**config.mk**
```make
export PLATFORM = sky130hd
export DESIGN_NAME = quad_decoder
export DESIGN_NICKNAME = d
export VERILOG_FILES = /design/src/rtl/quad_decoder.sv
export SDC_FILE = /design/constraint.sdc
export NUM_CORES = 1
export LEC_CHECK = 0
export ABC_AREA = 1
export CAP_MARGIN = 20
export CELL_PAD_IN_SITES_DETAIL_PLACEMENT = 0
export CELL_PAD_IN_SITES_GLOBAL_PLACEMENT = 2
export CORE_ASPECT_RATIO = 0.5
export CORE_UTILIZATION = 30
export DETAILED_ROUTE_END_ITERATION = 6
export GPL_ROUTABILITY_DRIVEN = 0
export PLACE_DENSITY_LB_ADDON = 0.1
export SETUP_SLACK_MARGIN = 0.1
export SKIP_CTS_REPAIR_TIMING = 1
export SLEW_MARGIN = 20
export SYNTH_ARGS = -nofsm -noshare
export SYNTH_HDL_FRONTEND = slang
export SYNTH_SLANG_ARGS = --single-unit
```
**constraint.sdc**
```tcl
create_clock -name clk -period 1.5 [get_ports clk]
set_input_delay 0.15 -clock clk [delete_from_list [all_inputs] [get_ports clk]]
set_output_delay 0.15 -clock clk [all_outputs]
set_load 0.05 [all_outputs]
```
**src/rtl/quad_decoder.sv**
```systemverilog
// Quadrature decoder: per-phase synchronizer and run-length filter, then a
// two-state tracker that turns Gray-code steps into registered step pulses.
module quad_decoder #(
  parameter int unsigned FILT_LEN = 3
) (
  input  logic       clk,
  input  logic       reset,
  input  logic       a_in,
  input  logic       b_in,
  input  logic       clr_err,
  output logic       en,
  output logic       up_down,
  output logic       err,
  output logic [7:0] err_cnt
);

  localparam int unsigned CW = 4;
  localparam logic [CW-1:0] RUN_MAX = CW'(FILT_LEN);

  typedef enum logic {ST_INIT = 1'b0, ST_TRACK = 1'b1} state_t;

  // Bit 1 is phase A, bit 0 is phase B throughout.
  logic [1:0]          a_sync_q, b_sync_q;
  logic [1:0]          smp;
  logic [1:0]          last_q, last_d;
  logic [1:0]          filt_q, filt_d;
  logic [1:0][CW-1:0]  run_q, run_d;
  logic                stable;

  state_t              state_q, state_d;
  logic [1:0]          ref_q, ref_d;
  logic                en_q, en_d;
  logic                up_q, up_d;
  logic                err_q, err_d;
  logic [7:0]          err_cnt_q, err_cnt_d;
  logic                illegal;

  function automatic logic [1:0] fwd_next(input logic [1:0] p);
    logic [1:0] n;
    case (p)
      2'b00:   n = 2'b01;
      2'b01:   n = 2'b11;
      2'b11:   n = 2'b10;
      default: n = 2'b00;
    endcase
    return n;
  endfunction

  assign smp = {a_sync_q[1], b_sync_q[1]};

  // run_q counts consecutive identical samples, saturating at FILT_LEN; a
  // full run both commits the level and marks the phase as settled.
  always_comb begin
    last_d = smp;
    filt_d = filt_q;
    run_d  = run_q;
    for (int i = 0; i < 2; i++) begin
      if (smp[i] != last_q[i]) begin
        run_d[i] = CW'(1);
      end else if (run_q[i] != RUN_MAX) begin
        run_d[i] = run_q[i] + 1'b1;
      end
      if (run_d[i] == RUN_MAX) begin
        filt_d[i] = smp[i];
      end
    end
  end

  assign stable = (run_q[0] == RUN_MAX) && (run_q[1] == RUN_MAX);

  always_comb begin
    state_d = state_q;
    ref_d   = ref_q;
    en_d    = 1'b0;
    up_d    = up_q;
    illegal = 1'b0;
    case (state_q)
      ST_INIT: begin
        if (stable) begin
          ref_d   = filt_q;
          state_d = ST_TRACK;
        end
      end
      ST_TRACK: begin
        if (filt_q != ref_q) begin
          ref_d = filt_q;
          if ((filt_q ^ ref_q) == 2'b11) begin
            illegal = 1'b1;
          end else begin
            en_d = 1'b1;
            up_d = (filt_q == fwd_next(ref_q));
          end
        end
      end
      default: state_d = ST_INIT;
    endcase
  end

  // A clear coinciding with an illegal step leaves that one step counted.
  always_comb begin
    err_d     = err_q;
    err_cnt_d = err_cnt_q;
    if (clr_err) begin
      err_d     = illegal;
      err_cnt_d = illegal ? 8'd1 : 8'd0;
    end else if (illegal) begin
      err_d = 1'b1;
      if (err_cnt_q != 8'hFF) begin
        err_cnt_d = err_cnt_q + 8'd1;
      end
    end
  end

  always_ff @(posedge clk or negedge reset) begin
    if (!reset) begin
      a_sync_q  <= '0;
      b_sync_q  <= '0;
      last_q    <= '0;
      filt_q    <= '0;
      run_q     <= '0;
      state_q   <= ST_INIT;
      ref_q     <= '0;
      en_q      <= 1'b0;
      up_q      <= 1'b1;
      err_q     <= 1'b0;
      err_cnt_q <= '0;
    end else begin
      a_sync_q  <= {a_sync_q[0], a_in};
      b_sync_q  <= {b_sync_q[0], b_in};
      last_q    <= last_d;
      filt_q    <= filt_d;
      run_q     <= run_d;
      state_q   <= state_d;
      ref_q     <= ref_d;
      en_q      <= en_d;
      up_q      <= up_d;
      err_q     <= err_d;
      err_cnt_q <= err_cnt_d;
    end
  end

  assign en      = en_q;
  assign up_down = up_q;
  assign err     = err_q;
  assign err_cnt = err_cnt_q;

endmodule
```
==> results of run 1 <==
==> registers in the layout, indices dropped and copies added (netlist names) <==
signal,flops
last_q,2
ref_q,2
filt_q,2
a_sync_q,2
b_sync_q,2
en,1
run_q,8
err_cnt,8
up_down,1
state_q,1
err,1
==> worst paths after layout <==
path / slack (ps) / endpoint
setup / recovery: 140 / err_cnt[4]$_DFFE_PN0P_
hold / removal: 260 / err_cnt[5]$_DFFE_PN0P_
setup reg to reg: 140 / err_cnt[4]$_DFFE_PN0P_
hold reg to reg: 350 / a_sync_q[1]$_DFF_PN0_
max in group asynchronous: 900 / up_down$_DFFE_PN1P_
min in group clk: 310 / b_sync_q[0]$_DFF_PN0_
==> cells in the final DEF, fill, tap and decap left out <==
cell type	count
dfstp_2	1
nor2_2	3
nor2_1	5
dfrtp_1	22
clkdlybuf4s50_1	4
nand3_1	21
or2_2	3
nand2_4	4
nand4_1	3
buf_4	24
clkbuf_8	5
nand2_8	2
xor2_1	5
o21ai_0	2
nor2_4	1
clkbuf_1	3
buf_6	1
ha_2	1
inv_1	28
nand2_1	46
nor3_4	1
xnor2_2	1
ha_4	3
nor3_2	1
buf_12	1
a21oi_1	2
dfrtp_2	7
o21ai_1	5
a21oi_2	2
xnor2_1	1
ha_1	1
o21ai_2	2
inv_2	1
xor2_2	1
nand2_2	6
==> critical path: stages (launching register included) <==
cell     delay [ps]
dfrtp_1         400
xnor2_2         190
inv_1            70
ha_2            210
nand2_4         100
nand2_8          80
nand2_4         110
nand2_1          50
o21ai_1          70
==> report_power, final <==
group | switching [mW] | leakage [nW] | internal, mW
clock network | 0.281 | 0.0395 | 0.329
logic | 1.03 | 0.658 | 0.798
registers | 0.202 | 0.367 | 1.02
==> stage by stage <==
| stage | utilization, % | TNS (ps) | instance area, um^2 |
|---|---|---|---|
| after floorplan | - | 0 | 1513 |
| after global placement | 39.38 | 0 | 1809 |
| after detailed placement | 39.38 | -192.2 | 1809 |
| after CTS | 41.12 | -265.5 | 1889 |
| after global routing | 44.93 | 0 | 2064 |
| final | 44.93 | 0 | 2064 |
==> cells in the mapped netlist <==
cell,instances
nand4_1,3
nor2_1,9
nand3_1,21
nor3_4,1
nand2_2,3
dfrtp_1,29
buf_6,1
nor3_1,1
dfstp_2,1
o21ai_1,3
a21oi_1,4
xor2_1,6
ha_1,5
o21ai_0,5
o21ai_2,1
inv_1,28
or2_2,3
nand2_1,54
xnor2_1,2
inv_2,1
==> cells by family after synthesis <==
kind of cell    after synthesis  share of synthesized area [%]
simple gates                 95                          28.08
flops                        30                          50.38
buf+inv                      30                          8.047
fa+ha+maj                     5                          4.191
compound gates               13                          4.610
xor+xnor                      8                          4.694
==> layer usage <==
| layer | track usage (%) | vias to the layer above | routed length [um] |
|---|---|---|---|
| met5 | 0 | - | 0 |
| met4 | 3.623 | 0 | 0 |
| met3 | 4.704 | 0 | 118 |
| met2 | 20.38 | 12 | 1440 |
| met1 | 17.65 | 562 | 1587 |
| li1 | - | 635 | - |
==> cell type report <==
class                   count  share of cell area [%]
clock buffers               8                   3.879
inverters                  29                   5.273
multi-input cells         122                   37.82
flip-flops and latches     30                   36.85
well taps                  66                   4.000
repair buffers             30                   12.18
==> impl_metrics.toml, run 1 <==
[routing]
dr.pass1.iters = 4
vias_per_cell = 4.242
wl_per_cell_um = 11.04
routed_wl_um = 3147
drc_errors = 0
vias = 1209
drt_iter0_drc = 25
antenna_left = 0

[timing]
slew_violations = 0
timing.hold.ws_ps = 262.5
finalSetupViolCount = 0
final_hold_viol_count = 0
setup_slack_ps = 135.7
timing.slew.headroom_pct = 73.45
finalCriticalPeriod_ps = 1364
skew_ps = 6.676
fin_crit_sh_pct = 90.95
rsz0062_at_grt = "yes"
tightest_slew_ps = 398.3
fmax_ghz = 0.7330

[logic_synthesis]
synth_seq_cells = 30
synth.distinct_cells = 20
synthCells = 181
synth_warnings = 0
synth.top_cell.area_share_pct = 48.62
synth_area_leaders = "dfrtp_1 49%, nand2_1 14%, inv_1 7.0%"
postSynthAreaPerCell_um2 = 8.247
ys_seq_area_share_pct = 50.38
yosysTopAreaCell = "dfrtp_1"
syn_area_um2 = 1493
synth_nets = 191

[cts]
clock_latency_ps = 270
cts_buffers = 5
tritoncts = "built"
clk_pin_slew_worst_paths_ps = 70
clock_path_buffers = 2
h-tree-depth = 2
clock_sinks = 30
cts_root_buffer = "clkbuf_8"

[grt]
antenna_found_initial = 0
track_usage_pct = 13.25
first_global_vias = 1156
overflow = 0
grt_max_degree = 31
grt_pass1_wl_um = 5181

[final_layout]
nFillCells = 469
insertedDiodeCount = 0
syn_to_final_growth_pct = 38.31
multi_input_area_um2 = 780.7
regArea_um2 = 760.7
final_cells = 285
drive_gt1_share_pct = 32.42
nNetsFinal = 228

[placed_design]
io_buffers = 15
placed_cells = 273
hpwl_um = 2137
pre_cts_slack_ps = -50.38

[floorplanning]
ios = 16
dieHeight_um = 51.88
core_um2 = 4594
die-area_um2 = 5279
start_util_pct = 32.49
die_w_um = 101.8
rows = 17

[worst_setup_path]
endpoint_kind = "register"
cp.arrival_ps = 1560
cp-startpoint = "filt_q[1]$_DFFE_PN0N_"
path_class = "reg -> reg"
r2r_cells = 8
cp_max_fo = 6
start_kind = "register"
required_ps = 1700
r2r_start = "filt_q[1]$_DFFE_PN0N_"

[power_and_ir_drop]
p_per_area_nw_per_um2 = 1770
ir_drop_mv = 0.4915
p_leak_nw = 1.065
finalPower_mw = 3.654

[min_path]
hold_class = "in -> async"

[status]
run_status = "finished, final reports clean"

[flow_run]
max_cap_violations = 0
Power figures use the tool's default switching activity.
==> run 2, diff against run 1 <==
--- a/config.mk
+++ b/config.mk
@@ -10,8 +10,9 @@
 export CELL_PAD_IN_SITES_DETAIL_PLACEMENT = 0
 export CELL_PAD_IN_SITES_GLOBAL_PLACEMENT = 2
 export CORE_ASPECT_RATIO = 0.5
-export CORE_UTILIZATION = 30
+export CORE_UTILIZATION = 33
 export DETAILED_ROUTE_END_ITERATION = 6
+export DONT_BUFFER_PORTS = 1
 export GPL_ROUTABILITY_DRIVEN = 0
 export PLACE_DENSITY_LB_ADDON = 0.1
 export SETUP_SLACK_MARGIN = 0.1
==> impl_metrics.toml, run 2 (synthesized netlist as in run 1, its figures left out) <==
[final_layout]
fin_util_pct = 48.05
nNetsFinal = 223
final_cell_mix = "51 x nand2_1, 28 x inv_1, 23 x dfrtp_1, 21 x nand3_1, 21 x buf_4"
regArea_um2 = 759.5
final_area_um2 = 1972
insertedDiodeCount = 0
multi_input_area_um2 = 718.2
syn_to_final_growth_pct = 32.10
mostFrequentLayoutCell = "nand2_1"
drive_gt1_share_pct = 28.97
final_cells = 268
nFillCells = 418

[power_and_ir_drop]
internal-power_mw = 2.223
swShare_pct = 39.27
p_seq_share_pct = 35.9
power_frac_comb_pct = 43.7
p_clk_share_pct = 20.5
ir_drop_mv = 0.6115
p_per_area_nw_per_um2 = 1856
p_leak_nw = 1.023
p_switching_mw = 1.437
finalPower_mw = 3.661

[worst_setup_path]
worst_path_max_delay_cell = "dfrtp_1"
crit_top_cell = "nand2_2"
cp_max_fo = 6
crit_chain = "xor2_1 -> ha_2 -> nand2_2 -> nand2_4 -> nand2_2 -> nand2_1 -> o21ai_1"
cp.arrival_ps = 1550
crit_buf_inv = 0
path_class = "reg -> reg"
start_kind = "register"
endpoint_kind = "register"
slowest_delay_ps = 390
required_ps = 1660
crit_family = "flip-flops"

[floorplanning]
ios = 16
die_w_um = 97.12
core_um2 = 4104
start_util_pct = 36.37
rows = 16
die-area_um2 = 4813
dieHeight_um = 49.56

[cts]
clock_sinks = 30
tritoncts = "built"
clock_latency_ps = 270
cts_buffers = 5
cts_root_buffer = "clkbuf_8"
clock_path_buffers = 2
h-tree-depth = 2
clk_pin_slew_worst_paths_ps = 60

[grt]
grt-busiest-layer = "met2"
overflow = 0
grtUsageMet2_pct = 21.13
use_met3_pct = 5.248
grtUsageMet1_pct = 15.05
first_global_vias = 1099
track_usage_pct = 12.82
grt_max_degree = 31
grt_pass1_wl_um = 4705
antenna_found_initial = 0

[routing]
drc_errors = 0
dr.pass1.iters = 4
routed_wl_um = 2893
vias_per_cell = 4.403
drt_iter0_drc = 27
antenna_left = 0
vias = 1180
wl_per_cell_um = 10.79

[timing]
slew_violations = 0
finalSetupViolCount = 0
fin_crit_sh_pct = 92.74
final_hold_viol_count = 0
fmax_ghz = 0.7188
setup_slack_ps = 108.8
skew_ps = 1.708
timing.hold.ws_ps = 34.88
timing.slew.headroom_pct = 68.49
fin_setup_tns_ps = 0
tightest_slew_ps = 472.7
rsz0062_at_grt = "yes"
finalCriticalPeriod_ps = 1391

[placed_design]
io_buffers = 0
pre_cts_slack_ps = -28.32
placed_cells = 251
placed_area_um2 = 1697
hpwl_um = 1983

[status]
run_status = "finished, final reports clean"

[flow_run]
max_cap_violations = 0

[min_path]
hold_class = "in -> reg"
==> run 2: cell types whose count changed in the layout (fill, tap and decap cells not counted), moves of 3 or more <==
cell / change
dlygate4sd3_1: +3
nand2_1: +5
clkbuf_8: +3
clkbuf_1: -3
buf_4: -3
clkdlybuf4s50_1: -4
==> run 2: power groups by stage <==
stage	clock, mW	sequential [mW]	combinational [mW]
after floorplan	0	1.38	0.810
after global placement	0	1.30	1.26
after detailed placement	0	1.30	1.26
after CTS	0.787	1.28	1.27
after global routing	0.824	1.34	1.84
final	0.750	1.31	1.60
==> run 2: final timing paths <==
check | cells after the start | startpoint | to | slack (ps)
worst max register to register | 7 | ref_q[0]$_DFFE_PN0P_ | err_cnt[7]$_DFFE_PN0P_ | 110
worst min register to register | 0 | a_sync_q[0]$_DFF_PN0_ | a_sync_q[1]$_DFF_PN0_ | 350
max in group asynchronous | 2 | reset | up_down$_DFFE_PN1P_ | 950
worst min-delay path | 2 | clr_err | err_cnt[3]$_DFFE_PN0P_ | 30
min in group asynchronous | 2 | reset | err_cnt[7]$_DFFE_PN0P_ | 310
worst max-delay path | 7 | ref_q[0]$_DFFE_PN0P_ | err_cnt[7]$_DFFE_PN0P_ | 110
==> run 2: per-layer routing <==
layer / part of all wire [%] / up-vias
li1: - / 631
met1: 48 / 529
met2: 47 / 16
met3: 4.7 / 4
met4: 0.83 / 0
met5: 0 / -
==> run 2: layout make-up <==
cell class / instances / share of cell area, %
multi-input cells: 122 / 36.42
clock buffers: 8 / 5.584
well taps: 54 / 3.426
repair buffers: 25 / 10.53
flip-flops and latches: 30 / 38.52
inverters: 29 / 5.520
==> run 3, diff against run 2 <==
--- a/config.mk
+++ b/config.mk
@@ -21,3 +21,4 @@
 export SYNTH_ARGS = -nofsm -noshare
 export SYNTH_HDL_FRONTEND = slang
 export SYNTH_SLANG_ARGS = --single-unit
+export TNS_END_PERCENT = 20
==> impl_metrics.toml, run 3 (synthesized netlist as in run 1, its figures left out) <==
[cts]
clock_path_buffers = 2
clock_latency_ps = 270
clk_pin_slew_worst_paths_ps = 70
tritoncts = "built"
h-tree-depth = 2
cts_buffers = 5
clock_sinks = 30
cts_root_buffer = "clkbuf_8"

[timing]
fin_setup_tns_ps = 0
finalSetupViolCount = 0
final_hold_viol_count = 0
slew_violations = 0
finalCriticalPeriod_ps = 1378
skew_ps = 7.411
fmax_ghz = 0.7256
fin_crit_sh_pct = 91.88
rsz0062_at_grt = "yes"
timing.slew.headroom_pct = 68.16
setup_slack_ps = 121.9
tightest_slew_ps = 477.6

[grt]
first_global_vias = 1110
antenna_found_initial = 0
grt_max_degree = 31
track_usage_pct = 12.91
overflow = 0
grt_pass1_wl_um = 4830

[floorplanning]
core_um2 = 4104
die_w_um = 97.12
dieHeight_um = 49.56
ios = 16
die-area_um2 = 4813
start_util_pct = 36.37
rows = 16

[power_and_ir_drop]
p_clk_share_pct = 18.3
swShare_pct = 40.88
p_leak_nw = 1.017
finalPower_mw = 3.619
p_switching_mw = 1.479
internal-power_mw = 2.139
p_seq_share_pct = 36.5
ir_drop_mv = 0.5547
power_frac_comb_pct = 45.2
p_per_area_nw_per_um2 = 1836

[worst_setup_path]
required_ps = 1660
cp_max_fo = 7
start_kind = "register"
cp.arrival_ps = 1530
endpoint_kind = "register"
path_class = "reg -> reg"

[routing]
drc_errors = 0
vias_per_cell = 4.429
routed_wl_um = 2924
wl_per_cell_um = 10.91
antenna_left = 0
vias = 1187
drt_iter0_drc = 51
dr.pass1.iters = 4

[final_layout]
mostFrequentLayoutCell = "nand2_1"
final_cell_mix = "50 x nand2_1, 28 x inv_1, 23 x dfrtp_1, 21 x nand3_1, 21 x buf_4"
fin_util_pct = 48.02
insertedDiodeCount = 0
final_area_um2 = 1971
nNetsFinal = 223
syn_to_final_growth_pct = 32.02
drive_gt1_share_pct = 28.04

[status]
run_status = "finished, final reports clean"

[placed_design]
pre_cts_slack_ps = 13.59
io_buffers = 0
hpwl_um = 1992
placed_area_um2 = 1697

[flow_run]
max_cap_violations = 0

[min_path]
hold_class = "in -> reg"
run 3: path summary, 6_finish.rpt:
path,startpoint,to,slack [ps],cells past startpoint
worst min register to register,b_sync_q[0]$_DFF_PN0_,b_sync_q[1]$_DFF_PN0_,350,0
max in group asynchronous,reset,up_down$_DFFE_PN1P_,960,2
min in group asynchronous,reset,filt_q[1]$_DFFE_PN0N_,310,2
worst max register to register,filt_q[1]$_DFFE_PN0N_,err_cnt[5]$_DFFE_PN0P_,120,7
worst min-delay path,clr_err,err_cnt[4]$_DFFE_PN0P_,30,2
worst max-delay path,filt_q[1]$_DFFE_PN0N_,err_cnt[5]$_DFFE_PN0P_,120,7
run 3: stage by stage:
| step | instances | hold WS (ps) |
|---|---|---|
| 2_1_floorplan | 181 | -145.6 |
| 3_3_place_gp | 251 | -144.9 |
| 3_5_place_dp | 251 | -144.8 |
| 4_1_cts | 259 | -445.1 |
| 5_1_grt | 268 | 34.40 |
| 6_report | 268 | 34.39 |
run 3: area by class of cell:
| cell class | count | area, um^2 |
|---|---|---|
| clock buffers | 7 | 86.33 |
| well taps | 54 | 67.56 |
| flip-flops and latches | 30 | 759.5 |
| repair buffers | 25 | 207.7 |
| fillers | 400 | 2133 |
| multi-input cells | 122 | 735.7 |
| clock inverters | 1 | 5.005 |
| inverters | 29 | 108.9 |
run 3: metal layers:
metal  part of all wire, %  GRT usage, %  vias up
met4                  0.85         3.731        0
li1                      -             -      626
met2                    45         20.31       15
met5                     0             0        -
met3                   4.5         5.106        5
met1                    50         16.53      541
run 3: worst max-delay path, stage by stage (launching register included):
cell     delay (ps)
dfrtp_1         410
xnor2_2         200
inv_1           100
ha_4            190
nand2_4          80
nand2_4          70
nand2_4         110
o21ai_0          90
run 3: power by group through the flow:
stage	sequential, mW	combinational [mW]	clock (mW)
detailed placement	1.30	1.25	0
finish	1.32	1.64	0.662
global route	1.34	1.85	0.733
CTS	1.29	1.26	0.687
floorplan	1.38	0.810	0
global placement	1.30	1.26	0
